File: config.mk
export PLATFORM = sky130hd
export DESIGN_NAME = rv32i_mem_arbiter
export DESIGN_NICKNAME = d
export VERILOG_FILES = /design/src/rtl/rv32i_mem_arbiter.sv
export SDC_FILE = /design/constraint.sdc
export NUM_CORES = 1
export LEC_CHECK = 0
export CAP_MARGIN = 10
export CORE_MARGIN = 2
export CORE_UTILIZATION = 35
export DETAILED_ROUTE_END_ITERATION = 6
export GPL_TIMING_DRIVEN = 0
export PLACE_DENSITY = 0.9
export SETUP_SLACK_MARGIN = 0.4
export SYNTH_ARGS = -nofsm -noshare
export SYNTH_HDL_FRONTEND = slang
export SYNTH_SLANG_ARGS = --single-unit
File: constraint.sdc
create_clock -name clk -period 3 [get_ports clk]
set_input_delay 0.75 -clock clk [delete_from_list [all_inputs] [get_ports clk]]
set_output_delay 0.75 -clock clk [all_outputs]
set_load 0.01 [all_outputs]
File: src/rtl/rv32i_mem_arbiter.sv
// rv32i_mem_arbiter: shares one single-ported unified memory between instruction
// fetch (IF) and the load/store unit (LSU). One transaction is outstanding at a time.
// IF is guaranteed forward progress by forcing it to win after MAX_WAIT lost rounds,
// and a pipeline flush silently drops the response of an in-flight fetch.
module rv32i_mem_arbiter #(
  parameter int ADDR_WIDTH = 32,
  parameter int DATA_WIDTH = 32,
  parameter int MAX_WAIT   = 4
) (
  input  logic                    clk,
  input  logic                    rst_n,
  input  logic                    if_req,
  input  logic [ADDR_WIDTH-1:0]   if_addr,
  input  logic                    if_flush,
  output logic                    if_valid,
  output logic [DATA_WIDTH-1:0]   if_rdata,
  output logic                    if_stall,
  input  logic                    ls_req,
  input  logic                    ls_we,
  input  logic [ADDR_WIDTH-1:0]   ls_addr,
  input  logic [DATA_WIDTH-1:0]   ls_wdata,
  input  logic [DATA_WIDTH/8-1:0] ls_be,
  output logic                    ls_valid,
  output logic [DATA_WIDTH-1:0]   ls_rdata,
  output logic                    ls_stall,
  output logic                    mem_req,
  output logic                    mem_we,
  output logic [ADDR_WIDTH-1:0]   mem_addr,
  output logic [DATA_WIDTH-1:0]   mem_wdata,
  output logic [DATA_WIDTH/8-1:0] mem_be,
  input  logic                    mem_gnt,
  input  logic                    mem_rvalid,
  input  logic [DATA_WIDTH-1:0]   mem_rdata,
  output logic                    protocol_err
);

  localparam int BE_WIDTH = DATA_WIDTH / 8;
  localparam logic [3:0] MAX_WAIT_C = 4'(MAX_WAIT);

  typedef enum logic [1:0] {ST_IDLE, ST_REQ, ST_RESP} state_e;
  typedef enum logic {OWN_IF, OWN_LSU} owner_e;

  state_e                state_q, state_d;
  owner_e                owner_q, owner_d;
  logic [3:0]            wait_cnt_q, wait_cnt_d;
  logic                  drop_q, drop_d;
  logic                  mem_req_q, mem_req_d;
  logic                  mem_we_q, mem_we_d;
  logic [ADDR_WIDTH-1:0] mem_addr_q, mem_addr_d;
  logic [DATA_WIDTH-1:0] mem_wdata_q, mem_wdata_d;
  logic [BE_WIDTH-1:0]   mem_be_q, mem_be_d;
  logic                  protocol_err_q, protocol_err_d;

  logic ls_wins;
  logic if_wins;

  // LSU normally has priority; a starved fetch (wait_cnt at MAX_WAIT) takes the slot.
  // A flush in IDLE keeps IF out of this round only.
  assign ls_wins = ls_req && !(if_req && (wait_cnt_q == MAX_WAIT_C));
  assign if_wins = !ls_wins && if_req && !if_flush;

  // Next-state logic: arbitration, memory handshake tracking, drop and error flags.
  always_comb begin
    state_d        = state_q;
    owner_d        = owner_q;
    wait_cnt_d     = wait_cnt_q;
    drop_d         = drop_q;
    mem_req_d      = mem_req_q;
    mem_we_d       = mem_we_q;
    mem_addr_d     = mem_addr_q;
    mem_wdata_d    = mem_wdata_q;
    mem_be_d       = mem_be_q;
    protocol_err_d = protocol_err_q;

    if ((state_q != ST_IDLE) && (owner_q == OWN_IF) && if_flush) begin
      drop_d = 1'b1;
    end

    unique case (state_q)
      ST_IDLE: begin
        if (ls_wins) begin
          owner_d     = OWN_LSU;
          mem_req_d   = 1'b1;
          mem_we_d    = ls_we;
          mem_addr_d  = ls_addr;
          mem_wdata_d = ls_wdata;
          mem_be_d    = ls_be;
          state_d     = ST_REQ;
          if (if_req && (wait_cnt_q < MAX_WAIT_C)) begin
            wait_cnt_d = wait_cnt_q + 4'd1;
          end
        end else if (if_wins) begin
          owner_d     = OWN_IF;
          mem_req_d   = 1'b1;
          mem_we_d    = 1'b0;
          mem_addr_d  = if_addr;
          mem_wdata_d = '0;
          mem_be_d    = '1;
          state_d     = ST_REQ;
          wait_cnt_d  = 4'd0;
        end
      end
      ST_REQ: begin
        if (mem_gnt) begin
          mem_req_d = 1'b0;
          state_d   = ST_RESP;
        end
      end
      ST_RESP: begin
        if (mem_rvalid) begin
          drop_d  = 1'b0;
          state_d = ST_IDLE;
        end
      end
      default: state_d = ST_IDLE;
    endcase

    if (if_flush && !if_req) begin
      wait_cnt_d = 4'd0;
    end

    if (mem_rvalid && (state_q != ST_RESP)) begin
      protocol_err_d = 1'b1;
    end
  end

  // State and registered memory-side outputs, cleared immediately on reset.
  always_ff @(posedge clk or negedge rst_n) begin
    if (!rst_n) begin
      state_q        <= ST_IDLE;
      owner_q        <= OWN_IF;
      wait_cnt_q     <= 4'd0;
      drop_q         <= 1'b0;
      mem_req_q      <= 1'b0;
      mem_we_q       <= 1'b0;
      mem_addr_q     <= '0;
      mem_wdata_q    <= '0;
      mem_be_q       <= '0;
      protocol_err_q <= 1'b0;
    end else begin
      state_q        <= state_d;
      owner_q        <= owner_d;
      wait_cnt_q     <= wait_cnt_d;
      drop_q         <= drop_d;
      mem_req_q      <= mem_req_d;
      mem_we_q       <= mem_we_d;
      mem_addr_q     <= mem_addr_d;
      mem_wdata_q    <= mem_wdata_d;
      mem_be_q       <= mem_be_d;
      protocol_err_q <= protocol_err_d;
    end
  end

  assign mem_req      = mem_req_q;
  assign mem_we       = mem_we_q;
  assign mem_addr     = mem_addr_q;
  assign mem_wdata    = mem_wdata_q;
  assign mem_be       = mem_be_q;
  assign protocol_err = protocol_err_q;

  // Responses complete in the same cycle as mem_rvalid; a dropped or flushed fetch gets no pulse.
  assign if_valid = (state_q == ST_RESP) && mem_rvalid && (owner_q == OWN_IF) && !drop_q && !if_flush;
  assign ls_valid = (state_q == ST_RESP) && mem_rvalid && (owner_q == OWN_LSU);
  assign if_rdata = mem_rdata;
  assign ls_rdata = mem_rdata;
  assign if_stall = if_req && !if_valid;
  assign ls_stall = ls_req && !ls_valid;

endmodule
==> flow_summary.json, run 1 <==
{
  "cp_max_fo": 10,
  "core-area_um2": 10900,
  "rows": 38,
  "synthSimpleGateAreaFrac": 0.0370,
  "ios": 279,
  "dieArea_um2": 12100,
  "num_antenna_cells": 0,
  "grt_start_max_net_pins": 55,
  "yosysWarnings": 0,
  "cts_root_buffer": "clkbuf_8",
  "clkTransAtPathRegs_ns": 0.07,
  "synth_area_um2": 3920,
  "drc_errors": 0,
  "synth_compound_area_frac": 0.112,
  "worstSetupStartpointType": "input port",
  "grt_overflow": 0,
  "p_leak_nw": 2.93,
  "finClkSkew_ns": 0.0101,
  "fillers": 862,
  "first_iter_violations": 117,
  "nets": 706,
  "io_buffers": 246,
  "cts_max_level": 3,
  "critPathBufInv": 2,
  "synth_top_family_by_area": "multiplexers",
  "synthXorXnorAreaFrac": 0,
  "dp_hpwl_mm": 10.1,
  "worstPathArrival_ns": 2.81,
  "drt-wirelength-per-cell_um": 17.4,
  "maxCapViolCount": 0,
  "peakVddDrop_v": 0.000462,
  "synth_cell_type_count": 36,
  "crit_type": "in2reg",
  "clk_path_buf_depth": 2,
  "grt_pass1_wl_mm": 17.6,
  "grt_pass1_vias": 3463,
  "synth_fa_ha_area_frac": 0.00638,
  "viasPerCell": 4.65,
  "gp_congestion": 0.763,
  "setup.worst_path.end_class": "flop",
  "grtUsageTotal": 0.194,
  "stdcell_area_um2": 6810,
  "avgSynthCellArea_um2": 12.9,
  "routed_wl_mm": 12.4,
  "pre_cts_slack_ns": -0.140,
  "clkLatencyLatePin_ns": 0.35,
  "crit_chain": "clkdlybuf4s50_1 -> nand2_1 -> o21ai_2 -> buf_2 -> mux2_2 -> mux2_2",
  "clock-sinks": 79,
  "fin_crit_sh": 0.860,
  "timing.final.ws_setup_ns": 0.419,
  "initial_utilization": 0.360,
  "final_util": 0.625,
  "first_pass_iters": 4,
  "tightest_slew_ns": 0.724,
  "layout-drive-gt1-share": 0.297,
  "grt_setup_unrepaired": "yes",
  "syn_to_final_growth_pct": 73.6,
  "hold_path_class": "in2async",
  "syn_inst": 305,
  "outcome": "finished, final reports clean",
  "die_h_um": 110,
  "power_density_nw_per_um2": 786,
  "num_vias": 3300,
  "max_slew_margin": 0.514,
  "die_w_um": 110,
  "numCtsBuffers": 9,
  "cp_top_family": "buffers and inverters",
  "setup_viol": 0,
  "placed_cells": 692,
  "finalMaxSlewViolations": 0,
  "crit_top_cell": "mux2_2",
  "final_cells": 709,
  "muxShareOfSynthArea": 0.189,
  "place_area_um2": 6580,
  "synth_seq_cells": 79,
  "cts_tree": "yes",
  "timing.fmax_ghz": 0.387,
  "slowest_delay_ns": 0.54,
  "antenna_left": 0,
  "crit_required_ns": 3.23,
  "grt_antenna_before_repair": 0,
  "finalCriticalPeriod_ns": 2.58,
  "hold_violations": 0,
  "yosysSeqAreaShare": 0.504,
  "synth_nets": 447,
  "slowest_stage": "clkdlybuf4s50_1"
}
## per-stage QoR
step | hold slack (ns) | power (mW) | TNS [ns]
finish | 0.313 | 5.35 | 0
floorplan | 0.454 | 3.07 | 0
CTS | 0.298 | 5.43 | 0
global placement | 0.470 | 4.46 | -114.52
detailed placement | 0.467 | 4.55 | -0.249
global route | 0.318 | 5.66 | 0
## area by class of cell
cell class              instances  area (µm²)  area share
clock inverters                 4        70.1      0.0103
well taps                     140         175      0.0257
multi-input cells             143        1370       0.201
repair buffers                248        2480       0.365
flip-flops and latches         79        1980       0.291
plain buffers                  77         571      0.0838
inverters                       6        22.5     0.00331
clock buffers                  12         135      0.0198
## cells in the mapped netlist, drive strengths merged
cell type,number,area share
dfrtp,79,0.50
buf,77,0.15
mux2,64,0.18
a22o,33,0.074
nand2,7,0.0067
inv,6,0.0057
o21ai,4,0.0070
o22a,4,0.0089
nand2b,3,0.0067
nor2,3,0.0029
ha,2,0.0064
mux2i,2,0.0051
nor2b,2,0.0032
o21a,2,0.0057
a211oi,1,0.0019
a21oi,1,0.0013
a31oi,1,0.0016
and2,1,0.0016
and2b,1,0.0019
nand3,1,0.0013
nand3b,1,0.0019
nand4b,1,0.0022
nor3,1,0.0013
nor4,1,0.0016
o21bai,1,0.0019
o22ai,1,0.0016
o311a,1,0.0026
o311ai,1,0.0041
o31ai,1,0.0019
or3b,1,0.0029
or4,1,0.0029
## path summary, 6_finish.rpt
path / startpoint / end / slack [ns] / depth (start not counted)
worst max-delay path: if_req / mem_addr[28] / 0.42 / 6
worst min-delay path: rst_n / mem_wdata[31] / 0.31 / 1
worst max register to register: wait_cnt_q[0] / mem_addr[28] / 0.72 / 7
worst min register to register: mem_req / mem_req / 0.49 / 2
max in group asynchronous: rst_n / mem_addr[22] / 2.10 / 2
min in group clk: mem_req / mem_req / 0.49 / 2
## logic make-up (layout without fill, tap and decap cells)
family / count (synthesis) / after routing
fa+ha+maj: 2 / 2
mux: 66 / 66
compound gates: 51 / 51
simple gates: 24 / 24
buf+inv: 83 / 347
flops: 79 / 79
## power breakdown
part	internal (mW)	total, mW	switching [mW]
Clock	0.467	0.829	0.362
Combinational	1.63	2.68	1.05
Sequential	1.56	1.85	0.285
Total	3.66	5.35	1.69
## cell usage in the layout, fill, tap and decap left out, drive strengths merged
cell	netlist	routed
clkdlybuf4s50	0	240
bufinv	0	2
dlygate4sd2	0	4
o31ai	1	1
dfrtp	79	79
nor2	3	3
mux2	64	64
buf	77	81
ha	2	2
o21ai	4	4
clkinv	0	2
a211oi	1	1
nor2b	2	2
mux2i	2	2
nor4	1	1
o21a	2	2
and2	1	1
o21bai	1	1
nand3b	1	1
o22ai	1	1
nand4b	1	1
a31oi	1	1
o22a	4	4
a21oi	1	1
nor3	1	1
o311a	1	1
nand2	7	7
nand2b	3	3
clkbuf	0	12
nand3	1	1
or4	1	1
o311ai	1	1
or3b	1	1
inv	6	6
a22o	33	33
and2b	1	1
## state kept, by name, summed over array words and instances, names as in the netlist
signal,count
drop_q,1
mem_we,1
mem_addr,32
protocol_err,1
owner_q,1
mem_be,4
mem_req,1
state_q,2
mem_wdata,32
wait_cnt_q,4
## layer usage
layer	vias up	GRT usage	part of all wire
met3	18	0.0605	0.10
met1	1584	0.207	0.36
li1	1535	-	-
met2	163	0.350	0.51
met5	-	0	0
met4	0	0.0859	0.021
## worst reg2reg max path: cells and delay by family (launching register included)
| family | cells | cell delay, ns |
|---|---|---|
| muxes | 2 | 0.68 |
| buffers and inverters | 2 | 0.42 |
| DFF | 1 | 0.41 |
| AOI/OAI and AO/OA | 1 | 0.38 |
| adders and majority gates | 1 | 0.20 |
| and+or+nand+nor | 1 | 0.08 |
## repair_timing
action                                  in CTS  in global routing
resized for setup                           12                  1
pin swaps                                    1                  0
setup buffers                                1                  0
hold buffers                                 0                  0
endpoints found under the setup margin       4                  9
Power figures use the tool's default switching activity.
==> run 2: changes to the inputs <==
--- a/config.mk
+++ b/config.mk
@@ -9,6 +9,7 @@
 export CORE_MARGIN = 2
 export CORE_UTILIZATION = 35
 export DETAILED_ROUTE_END_ITERATION = 6
+export GPL_ROUTABILITY_DRIVEN = 0
 export GPL_TIMING_DRIVEN = 0
 export PLACE_DENSITY = 0.9
 export SETUP_SLACK_MARGIN = 0.4
==> results of run 2 <==
Final layout, timing and power as in run 1 (identical DEF).
